### src/rtl/mlp_sequencer.sv
// Control sequencer for a two-layer MLP forward pass: walks neurons and fan-in,
// issues buffer/ROM addresses and aligns MAC clear/accumulate/writeback strobes.
module mlp_sequencer #(
    parameter int unsigned N_IN   = 64,
    parameter int unsigned N_HID  = 16,
    parameter int unsigned N_OUT  = 10,
    parameter int unsigned RD_LAT = 2,
    parameter int unsigned AW     = 11,
    localparam int unsigned IAW   = $clog2((N_IN > N_HID) ? N_IN : N_HID),
    localparam int unsigned OW    = $clog2((N_HID > N_OUT) ? N_HID : N_OUT),
    localparam int unsigned BW    = $clog2(N_HID + N_OUT)
) (
    input  logic           clk,
    input  logic           reset,
    input  logic           MLP_go,
    output logic           MLP_done,
    output logic           busy,
    output logic           layer_sel,
    output logic [IAW-1:0] in_addr,
    output logic [AW-1:0]  w_addr,
    output logic           acc_clr,
    output logic           acc_en,
    output logic           wr_en,
    output logic [OW-1:0]  wr_addr,
    output logic [BW-1:0]  b_addr
);

    localparam int unsigned CW = $clog2(RD_LAT + 1);

    typedef enum logic [2:0] {
        S_IDLE,
        S_CLR,
        S_ISSUE,
        S_DRAIN,
        S_WB,
        S_DONE
    } state_t;

    state_t          state_q, state_d;
    logic            layer_q, layer_d;
    logic [OW-1:0]   neuron_q, neuron_d;
    logic [IAW-1:0]  idx_q, idx_d;
    logic [AW-1:0]   wcnt_q, wcnt_d;
    logic [CW-1:0]   drain_q, drain_d;
    logic            armed_q, armed_d;
    logic [RD_LAT:0] iss_sr_q;

    logic [IAW-1:0]  fan_last;
    logic [OW-1:0]   neuron_last;
    logic [BW-1:0]   b_addr_d;

    // Layer-dependent loop bounds
    always_comb begin
        fan_last    = layer_q ? IAW'(N_HID - 1) : IAW'(N_IN - 1);
        neuron_last = layer_q ? OW'(N_OUT - 1)  : OW'(N_HID - 1);
    end

    // State register
    always_ff @(posedge clk or negedge reset) begin
        if (!reset) begin
            state_q  <= S_IDLE;
            layer_q  <= 1'b0;
            neuron_q <= '0;
            idx_q    <= '0;
            wcnt_q   <= '0;
            drain_q  <= '0;
            armed_q  <= 1'b1;
        end else begin
            state_q  <= state_d;
            layer_q  <= layer_d;
            neuron_q <= neuron_d;
            idx_q    <= idx_d;
            wcnt_q   <= wcnt_d;
            drain_q  <= drain_d;
            armed_q  <= armed_d;
        end
    end

    // Next-state and counter updates
    always_comb begin
        state_d  = state_q;
        layer_d  = layer_q;
        neuron_d = neuron_q;
        idx_d    = idx_q;
        wcnt_d   = wcnt_q;
        drain_d  = drain_q;
        armed_d  = armed_q;

        case (state_q)
            S_IDLE: begin
                if (!MLP_go) begin
                    armed_d = 1'b1;
                end else if (armed_q) begin
                    state_d  = S_CLR;
                    layer_d  = 1'b0;
                    neuron_d = '0;
                    wcnt_d   = '0;
                end
            end
            S_CLR: begin
                idx_d   = '0;
                state_d = S_ISSUE;
            end
            S_ISSUE: begin
                // Weight address runs on across neurons and layers
                wcnt_d = wcnt_q + AW'(1);
                if (idx_q == fan_last) begin
                    drain_d = '0;
                    state_d = S_DRAIN;
                end else begin
                    idx_d = idx_q + IAW'(1);
                end
            end
            S_DRAIN: begin
                if (drain_q == CW'(RD_LAT - 1)) begin
                    state_d = S_WB;
                end else begin
                    drain_d = drain_q + CW'(1);
                end
            end
            S_WB: begin
                if (neuron_q != neuron_last) begin
                    neuron_d = neuron_q + OW'(1);
                    state_d  = S_CLR;
                end else if (!layer_q) begin
                    layer_d  = 1'b1;
                    neuron_d = '0;
                    state_d  = S_CLR;
                end else begin
                    state_d = S_DONE;
                end
            end
            S_DONE: begin
                // Held MLP_go must be seen low before another pass may start
                armed_d = 1'b0;
                state_d = S_IDLE;
            end
            default: begin
                state_d = S_IDLE;
            end
        endcase
    end

    always_comb begin
        b_addr_d = '0;
        if (state_d == S_WB) begin
            b_addr_d = BW'(neuron_d) + (layer_d ? BW'(N_HID) : BW'(0));
        end
    end

    // Outputs registered from next-state so they line up with the state they describe
    always_ff @(posedge clk or negedge reset) begin
        if (!reset) begin
            MLP_done  <= 1'b0;
            busy      <= 1'b0;
            layer_sel <= 1'b0;
            in_addr   <= '0;
            w_addr    <= '0;
            acc_clr   <= 1'b0;
            wr_en     <= 1'b0;
            wr_addr   <= '0;
            b_addr    <= '0;
            iss_sr_q  <= '0;
        end else begin
            MLP_done  <= (state_d == S_DONE);
            busy      <= (state_d != S_IDLE);
            layer_sel <= layer_d;
            acc_clr   <= (state_d == S_CLR);
            wr_en     <= (state_d == S_WB);
            wr_addr   <= (state_d == S_WB) ? neuron_d : '0;
            b_addr    <= b_addr_d;
            if (state_d == S_ISSUE) begin
                in_addr <= idx_d;
                w_addr  <= wcnt_d;
            end
            iss_sr_q <= {iss_sr_q[RD_LAT-1:0], (state_d == S_ISSUE)};
        end
    end

    // Bit 0 marks an issue this cycle; bit RD_LAT marks its data reaching the MAC
    assign acc_en = iss_sr_q[RD_LAT];

endmodule

### config.mk
export PLATFORM = sky130hd
export DESIGN_NAME = mlp_sequencer
export DESIGN_NICKNAME = d
export VERILOG_FILES = /design/src/rtl/mlp_sequencer.sv
export SDC_FILE = /design/constraint.sdc
export NUM_CORES = 1
export LEC_CHECK = 0
export ABC_CLOCK_PERIOD_IN_PS = 2350
export BUFFER_PORTS_ARGS = -buffer_cell sky130_fd_sc_hd__buf_2
export CAP_MARGIN = 10
export CORE_MARGIN = 2
export CORE_UTILIZATION = 45
export CTS_CLUSTER_DIAMETER = 60
export DETAILED_ROUTE_END_ITERATION = 16
export GPL_ROUTABILITY_DRIVEN = 0
export PLACE_DENSITY = 0.62
export SLEW_MARGIN = 15
export SYNTH_ARGS = -nofsm -noshare
export SYNTH_HDL_FRONTEND = slang
export SYNTH_SLANG_ARGS = --single-unit
### constraint.sdc
create_clock -name clk -period 2.35 [get_ports clk]
set_input_delay 0.47 -clock clk [delete_from_list [all_inputs] [get_ports clk]]
set_output_delay 0.47 -clock clk [all_outputs]
set_load 0.02 [all_outputs]
==> results.tsv, run 1 <==
stage	metric	value	unit
outcome	status	complete, no violations	
layout	fin_util	0.538	
placed_design	place_inst	349	
die	die_area	6690	um^2
power	p_per_area	630	nW/um^2
route	met3WireLength	163	um
yosys	syn-instance-count	250	
timing	min_period	2.06	ns
clock_network	cts_hold_buf	0	
critical_path	r2r_start	idx_q[0]	
layout	synthToLayoutAreaGrowth	16.2	%
clock_network	cts_made_buffers	9	
clock_network	clkLatencyLatePin	0.33	ns
layout	design_area	3170	um^2
route	vias	1958	
power	peakVddDrop	0.448	mV
clock_network	cts_tree	done	
critical_path	max_stage_delay	0.46	ns
route	routed_wl	5340	um
timing	tns	0	ns
yosys	yosysWarningCount	0	
route	drt-met1-wl	2750	um
hold_path	min_path_type	in2async	
critical_path	worst_setup_path_start_kind	register	
layout	register_area	1430	um^2
layout	nNetsFinal	294	
layout	fin_cells	365	
timing	holdWs	0.149	ns
critical_path	path_cells	ha_1, nand3_1, a211oi_1, or4b_1, buf_4, mux2_1	
yosys	ys.flop_type	dfrtp_1	
timing	period_share	0.877	
global_route	grt_usage	0.173	
global_route	grt_pass1_wl	8680	um
timing	fin_ws	0.290	ns
yosys	synth_area_leader_cell	dfrtp_1	
run	maxCapViolCount	0	
route	ant_nets	0	
yosys	synth_seq_cells	57	
timing	max_freq	0.485	GHz
yosys	yosys-top-cells-count	56 x dfrtp_1, 16 x o21ai_0, 14 x inv_1	
yosys	yosysUniqueCellTypes	53	
yosys	synthArstFlopShare	1.00	
timing	hold_viol	0	
power	p_total	1.99	mW
power	leakage	1.46	nW
layout	diodes	0	
clock_network	clockRootBuffer	clkbuf_8	
placed_design	placed_area	2960	um^2
clock_network	postCtsSetupBuffers	0	
die	core_area	5890	um^2
timing	skew	0.00960	ns
yosys	syn-cell-area	2720	um^2
critical_path	crit_type	reg2reg	
route	route.met2.wl	2330	um
critical_path	endpoint_kind	register	
layout	fillers	523	
yosys	postSynthAreaPerCell	10.9	um^2
global_route	grt_pass1_vias	1788	
clock_network	clk_pin_slew	0.07	ns
critical_path	r2r.worst_path.cells	6	
route	dr.max_layer_used	met4	
placed_design	dp_slack	0.279	ns
die	rows	28	
critical_path	critPathSlowestCell	or4b_1	
clock_network	cts.repair.resized	0	
die	die_w	81.8	um
critical_path	critical_path_arrival	2.28	ns
layout	multi_input_area	1130	um^2
yosys	yosysMostFrequentCell	dfrtp_1	
timing	max_slew_margin	0.584	
placed_design	io_buffer_count	34	
global_route	antenna_found_initial	0	
die	ioPinCount	35	
layout	drive_above_1_share	0.241	
yosys	synth_fp_nets	259	
yosys	synth_top_area_frac	0.514	
critical_path	crit_fanout	20	
critical_path	r2r_setup_slack	0.29	ns
critical_path	critPathRequiredTime	2.57	ns
timing	rsz0062_at_grt	no	
clock_network	clock_sinks	57	
timing	worst_pin_slew	0.624	ns
global_route	grt_max_degree	33	
route	dr.pass1.iters	4	
die	die_h	81.8	um
clock_network	cts_max_level	3	
critical_path	r2r-end	w_addr[3]	
route	dr.first_iter.drc_count	101	
yosys	netlist_top_cells_area	dfrtp_1 51%, mux2i_1 2.9%, o21ai_0 2.9%, mux2_1 2.9%, ha_1 2.8%	
route	drc	0	
global_route	overflow	0	
clock_network	clockBufferDepth	2	
route	wire_per_inst	14.6	um
yosys	synth_edf_count	0	
die	start_util	0.463	
timing	drv_slew	0	
route	viasPerCell	5.36	
yosys	synth-seq-area-share	0.524	
timing	final-setup-viol-count	0	
placed_design	place.detailed.hpwl	3640	um
==> cell type report <==
| type | instances | area share |
|---|---|---|
| Tap cell | 75 | 0.0296 |
| Inverter | 14 | 0.0166 |
| Timing Repair Buffer | 43 | 0.0791 |
| Clock inverter | 6 | 0.0261 |
| Clock buffer | 10 | 0.0403 |
| Multi-Input combinational cell | 160 | 0.357 |
| Sequential cell | 57 | 0.451 |
==> layer usage <==
metal | global-route usage | vias to the layer above
met5 | 0 | -
met4 | 0.0817 | 0
met3 | 0.0396 | 9
met2 | 0.246 | 31
met1 | 0.251 | 962
li1 | - | 956
==> placed cells by master, fill, tap and decap left out, types with 6 or more instances in the layout <==
| master | n |
|---|---|
| mux2_1 | 7 |
| ha_1 | 6 |
| dfrtp_1 | 56 |
| nor2_1 | 12 |
| o21ai_0 | 16 |
| inv_1 | 14 |
| buf_4 | 8 |
| clkbuf_8 | 9 |
| a21oi_1 | 11 |
| nor3_1 | 10 |
| nand2_1 | 9 |
| buf_2 | 34 |
| nand3_1 | 11 |
| mux2i_1 | 8 |
==> power breakdown <==
part           internal, mW  total, mW  switching (mW)
sequential            0.981      0.981               0
combinational       0.00547     0.0274          0.0219
clock                 0.591      0.985           0.393
total                  1.58       1.99           0.415
==> kinds of logic (layout without fill, tap and decap cells) <==
logic type / Yosys count / in the layout / synth area share
mux: 20 / 20 / 0.0790
fa+ha+maj: 6 / 6 / 0.0276
buf+inv: 33 / 73 / 0.0606
simple gates: 80 / 80 / 0.183
flops: 57 / 57 / 0.524
compound gates: 51 / 51 / 0.116
xor+xnor: 3 / 3 / 0.00965
==> worst max-delay path, delay by kind of cell, from the launching register on <==
family                   cells  cell delay, ns
AO/OA/AOI/OAI                1            0.05
adder cells (fa/ha/maj)      1            0.30
buffers and inverters        1            0.23
flip-flops                   1            0.41
multiplexers                 1            0.34
AND/OR/NAND/NOR              2            0.60
==> how the worst max path moves through the flow <==
stage	startpoint	endpoint	slack, ns	cells past startpoint
floorplan	layer_sel	w_addr[10]	0.33	6
global placement	layer_sel	w_addr[7]	0.31	5
detailed placement	layer_sel	w_addr[9]	0.28	5
CTS	idx_q[0]	w_addr[0]	0.27	6
global route	layer_sel	w_addr[9]	0.16	5
finish	idx_q[0]	w_addr[3]	0.29	6
==> flip-flops by register name, summed over array words and instances, names as in the netlist, 2 cells and up <==
| register | count |
|---|---|
| b_addr | 5 |
| drain_q | 2 |
| idx_q | 6 |
| in_addr | 6 |
| iss_sr_q | 3 |
| neuron_q | 4 |
| state_q | 3 |
| w_addr | 11 |
| wcnt_q | 11 |
Power figures use the tool's default switching activity.
==> run 2, diff against run 1 <==
- ABC_CLOCK_PERIOD_IN_PS: 2350 -> 1950
- clock period: 2.35 -> 1.95 ns (I/O delays scaled with it)
==> results.tsv, run 2 (same netlist as run 1, synthesis figures left out) <==
stage	metric	value	unit	change
die	core_area	5890	um^2	unchanged
layout	drive_above_1_share	0.290		was 0.241
critical_path	endpoint_kind	register		unchanged
layout	fillers	526		was 523
timing	max_slew_margin	0.710		was 0.584
global_route	overflow	0		unchanged
clock_network	cts_tree	done		unchanged
route	dr.pass1.iters	4		unchanged
timing	holdWs	0.348	ns	was 0.149 ns
critical_path	r2r_start	idx_q[1]		was idx_q[0]
timing	period_share	0.964		was 0.877
route	ant_nets	0		unchanged
die	die_h	81.8	um	unchanged
critical_path	critical_path_arrival	2.10	ns	was 2.28 ns
global_route	grt_usage	0.184		was 0.173
critical_path	r2r.worst_path.cells	7		was 6
power	leakage	1.55	nW	was 1.46 nW
critical_path	crit_type	reg2reg		unchanged
critical_path	worst_setup_path_start_kind	register		unchanged
critical_path	crit_fanout	7		was 20
clock_network	clockRootBuffer	clkbuf_8		unchanged
timing	max_freq	0.532	GHz	was 0.485 GHz
route	viasPerCell	5.21		was 5.36
timing	skew	0.00876	ns	was 0.00960 ns
die	start_util	0.463		unchanged
clock_network	clock_sinks	57		unchanged
timing	worst_pin_slew	0.434	ns	was 0.624 ns
layout	diodes	0		unchanged
hold_path	min_to	iss_sr_q[2]		
layout	nNetsFinal	311		was 294
hold_path	hold-path-cell-count	0		
global_route	grt_pass1_vias	1829		was 1788
timing	hold_viol	0		unchanged
clock_network	postCtsSetupBuffers	0		unchanged
placed_design	io_buffer_count	34		unchanged
timing	rsz0062_at_grt	yes		was no
layout	top_regs	w_addr (11), wcnt_q (11)		unchanged
critical_path	r2r_setup_slack	0.07	ns	was 0.29 ns
global_route	grt_max_degree	31		was 33
global_route	antenna_found_initial	0		unchanged
hold_path	min_from	iss_sr_q[1]		
critical_path	r2r-end	in_addr[1]		was w_addr[3]
critical_path	critPathRequiredTime	2.17	ns	was 2.57 ns
clock_network	cts_made_buffers	9		unchanged
timing	final-setup-viol-count	0		unchanged
layout	layout_commonest_cell	dfrtp_1		unchanged
hold_path	min_path_type	reg2reg		was in2async
power	p_per_area	709	nW/um^2	was 630 nW/um^2
die	die_w	81.8	um	unchanged
die	ioPinCount	35		unchanged
route	drc	0		unchanged
clock_network	clkLatencyLatePin	0.34	ns	was 0.33 ns
die	rows	28		unchanged
route	dr.first_iter.drc_count	73		was 101
die	die_area	6690	um^2	unchanged
clock_network	clk_pin_slew	0.06	ns	was 0.07 ns
layout	final_cell_mix	55 x dfrtp_1, 34 x buf_2, 22 x buf_4		was 56 x dfrtp_1, 34 x buf_2, 16 x o21ai_0
route	routed_wl	5360	um	was 5340 um
route	wire_per_inst	14.0	um	was 14.6 um
outcome	status	complete, no violations		unchanged
timing	drv_slew	0		unchanged
clock_network	clockBufferDepth	2		unchanged
route	vias	1989		was 1958
placed_design	place.detailed.hpwl	3860	um	was 3640 um
global_route	grt_pass1_wl	8980	um	was 8680 um
run	maxCapViolCount	0		unchanged
power	peakVddDrop	0.417	mV	was 0.448 mV
power	p_total	2.35	mW	was 1.99 mW
layout	synthToLayoutAreaGrowth	21.9	%	was 16.2%
clock_network	cts_max_level	3		unchanged
timing	tns	0	ns	unchanged
timing	min_period	1.88	ns	was 2.06 ns
[run 2: worst max-delay path, cell delays in order (launching register included)]
cell      delay, ns
dfrtp_1        0.39
ha_1           0.21
nand3_2        0.09
a211oi_1       0.04
or4b_1         0.51
buf_6          0.17
buf_4          0.16
a22o_1         0.19
[run 2: cell type report]
type | instances | area [um^2] | share of cell area
inverters | 14 | 52.6 | 0.0158
repair buffers | 60 | 397 | 0.119
flip-flops and latches | 57 | 1430 | 0.430
clock inverters | 2 | 35.0 | 0.0106
multi-input cells | 160 | 1140 | 0.343
clock buffers | 14 | 173 | 0.0520
well taps | 75 | 93.8 | 0.0283
[run 2: worst max-delay path by stage]
stage | from | to | depth (start not counted)
after floorplan | layer_sel | in_addr[5] | 6
after global placement | state_q[0] | w_addr[7] | 5
after detailed placement | state_q[0] | w_addr[7] | 5
after CTS | layer_sel | b_addr[0] | 5
after global routing | layer_sel | b_addr[0] | 5
final | idx_q[1] | in_addr[1] | 7
[run 2: power breakdown]
group / total, mW / internal [mW] / switching, mW
Sequential: 1.18 / 1.18 / 0
Clock: 1.13 / 0.693 / 0.441
Combinational: 0.0370 / 0.0105 / 0.0265
[run 2: repair_timing]
item                       in CTS  in global routing
setup endpoints to repair       0                  7
gates resized for setup         0                  3
hold buffers                    1                  0
hold endpoints to repair       15                  0
[run 2: routing by layer]
| layer | vias to the layer above | routed length, um | GRT usage |
|---|---|---|---|
| met1 | 947 | 2690 | 0.268 |
| met3 | 10 | 242 | 0.0462 |
| met2 | 41 | 2330 | 0.252 |
| met5 | - | 0 | 0 |
| li1 | 991 | - | - |
| met4 | 0 | 94 | 0.0900 |
[run 2: stage by stage]
step	util	setup WS [ns]	instances	instance area (um^2)
2_1_floorplan	-	0.00903	250	2730
3_3_place_gp	0.526	0.0660	365	3090
3_5_place_dp	0.526	0.0460	365	3090
4_1_cts	0.563	0.0128	382	3310
5_1_grt	0.564	0.0000395	382	3320
6_report	0.564	0.0697	382	3320
==> run 3, diff against run 2 <==
- PLACE_DENSITY: 0.62 -> 0.73
==> results.tsv, run 3 (same netlist as run 1, synthesis figures left out) <==
stage	metric	value	unit	change
critical_path	worst_setup_path_start_kind	register		unchanged
critical_path	r2r_setup_slack	0.06	ns	was 0.07 ns
timing	final-setup-viol-count	0		unchanged
power	clockPowerShare	0.451		was 0.482
global_route	grt_usage	0.188		was 0.184
layout	diodes	0		unchanged
run	maxCapViolCount	0		unchanged
power	switching_share	0.214		was 0.199
critical_path	endpoint_kind	register		unchanged
power	switchingPower	474	uW	was 468 uW
layout	fillers	495		was 526
timing	rsz0062_at_grt	no		was yes
power	p_seq_frac	0.534		was 0.503
layout	layout_commonest_cell	dfrtp_1		unchanged
die	die_h	81.8	um	unchanged
power	peakVddDrop	0.408	mV	was 0.417 mV
layout	final_cell_mix	55 x dfrtp_1, 34 x buf_2, 25 x buf_4		was 55 x dfrtp_1, 34 x buf_2, 22 x buf_4
layout	fin_cells	382		unchanged
route	dr.first_iter.drc_count	175		was 73
power	leakage	1.54	nW	was 1.55 nW
global_route	grt_max_degree	58		was 31
global_route	overflow	0		unchanged
clock_network	cts_hold_buf	0		was 1
critical_path	crit_fanout	10		was 7
die	core_area	5890	um^2	unchanged
route	wire_per_inst	14.7	um	was 14.0 um
layout	drive_above_1_share	0.316		was 0.290
timing	holdWs	0.0428	ns	was 0.348 ns
placed_design	place_inst	365		unchanged
placed_design	io_buffer_count	34		unchanged
timing	hold_viol	0		unchanged
route	routed_wl	5620	um	was 5360 um
layout	nNetsFinal	312		was 311
timing	tns	0	ns	unchanged
clock_network	clockRootBuffer	clkbuf_8		unchanged
critical_path	r2r.worst_path.cells	7		unchanged
route	viasPerCell	5.43		was 5.21
timing	max_slew_margin	0.659		was 0.710
timing	skew	0.00582	ns	was 0.00876 ns
layout	top_regs	w_addr (11), wcnt_q (11)		unchanged
layout	register_area	1430	um^2	unchanged
timing	min_period	1.89	ns	was 1.88 ns
layout	multi_input_area	1170	um^2	was 1140 um^2
placed_design	place.detailed.hpwl	3920	um	was 3860 um
power	p_int	1.74	mW	was 1.89 mW
timing	worst_pin_slew	0.510	ns	was 0.434 ns
die	ioPinCount	35		unchanged
route	dr.pass1.iters	4		unchanged
die	die_area	6690	um^2	unchanged
critical_path	r2r-end	idx_q[1]		was in_addr[1]
clock_network	cts_made_buffers	9		unchanged
critical_path	crit_type	reg2reg		unchanged
global_route	antenna_found_initial	0		unchanged
global_route	grt_pass1_wl	9320	um	was 8980 um
die	die_w	81.8	um	unchanged
layout	design_area	3310	um^2	was 3320 um^2
global_route	grt_pass1_vias	2054		was 1829
outcome	status	complete, no violations		unchanged
clock_network	clk_pin_slew	0.06	ns	about the same
clock_network	clockBufferDepth	2		unchanged
timing	period_share	0.970		was 0.964
clock_network	clock_sinks	57		unchanged
hold_path	min_path_type	in2async		was reg2reg
clock_network	cts_tree	done		unchanged
power	p_per_area	669	nW/um^2	was 709 nW/um^2
placed_design	placed_area	3080	um^2	was 3090 um^2
timing	drv_slew	0		unchanged
critical_path	r2r_start	idx_q[1]		unchanged
die	rows	28		unchanged
clock_network	clkLatencyLatePin	0.34	ns	about the same
power	pwr-share-comb	0.015		was 0.016
critical_path	critical_path_arrival	2.11	ns	was 2.10 ns
clock_network	cts_max_level	3		unchanged
route	ant_nets	0		unchanged
timing	max_freq	0.529	GHz	was 0.532 GHz
die	start_util	0.463		unchanged
route	drc	0		unchanged
critical_path	critPathRequiredTime	2.17	ns	about the same
layout	fin_util	0.563		was 0.564
layout	synthToLayoutAreaGrowth	21.5	%	was 21.9%
route	vias	2075		was 1989
-- run 3: cell types whose count changed in the layout (fill, tap and decap cells not counted), sizes merged --
cell         change
clkbuf           -2
buf              +2
dlygate4sd3      -1
bufinv           -1
clkinv           +2
-- run 3: through the flow --
step                worst slack (ns)  total power [mW]
floorplan                    0.00903              1.21
global placement              0.0566              1.24
detailed placement           -0.0601              1.24
CTS                          0.00372              2.24
global route                  0.0131              2.29
finish                        0.0584              2.22
-- run 3: critical path, cell delays in order, from the launching register on --
cell,delay [ns]
dfrtp_1,0.42
ha_2,0.20
nand3_2,0.09
a211oi_2,0.04
or4b_4,0.50
buf_6,0.16
buf_4,0.16
a22o_1,0.19
-- run 3: worst max-delay path by stage --
stage                       endpoint  slack (ns)        from
after global routing       w_addr[8]        0.01  state_q[0]
after floorplan           in_addr[5]       0.009   layer_sel
final                       idx_q[1]        0.06    idx_q[1]
after detailed placement   w_addr[8]       -0.06  state_q[0]
after CTS                   idx_q[1]       0.004    idx_q[1]
after global placement     w_addr[3]        0.06  state_q[0]
-- run 3: area by class of cell --
| class | count | area share |
|---|---|---|
| flip-flops and latches | 57 | 0.432 |
| multi-input cells | 160 | 0.352 |
| repair buffers | 61 | 0.118 |
| clock buffers | 12 | 0.0499 |
| well taps | 75 | 0.0283 |
| inverters | 14 | 0.0159 |
| clock inverters | 3 | 0.00454 |
-- run 3: metal layers --
metal | wire, um | vias to the layer above | GRT usage
li1 | - | 996 | -
met1 | 2510 | 1008 | 0.240
met2 | 2720 | 65 | 0.286
met3 | 304 | 6 | 0.0440
met4 | 82 | 0 | 0.123
met5 | 0 | - | 0
-- run 3: power groups by stage --
stage	combinational [mW]	sequential (mW)	clock, mW
final	0.0336	1.18	0.999
after global routing	0.0402	1.18	1.07
after CTS	0.0363	1.18	1.02
after detailed placement	0.0363	1.20	0
after global placement	0.0356	1.20	0
after floorplan	0.00237	1.20	0
-- run 3: timing repair --
action	CTS	global route
pin swaps	0	1
setup endpoints to repair	2	16
setup buffers	0	2
gates resized for setup	2	6
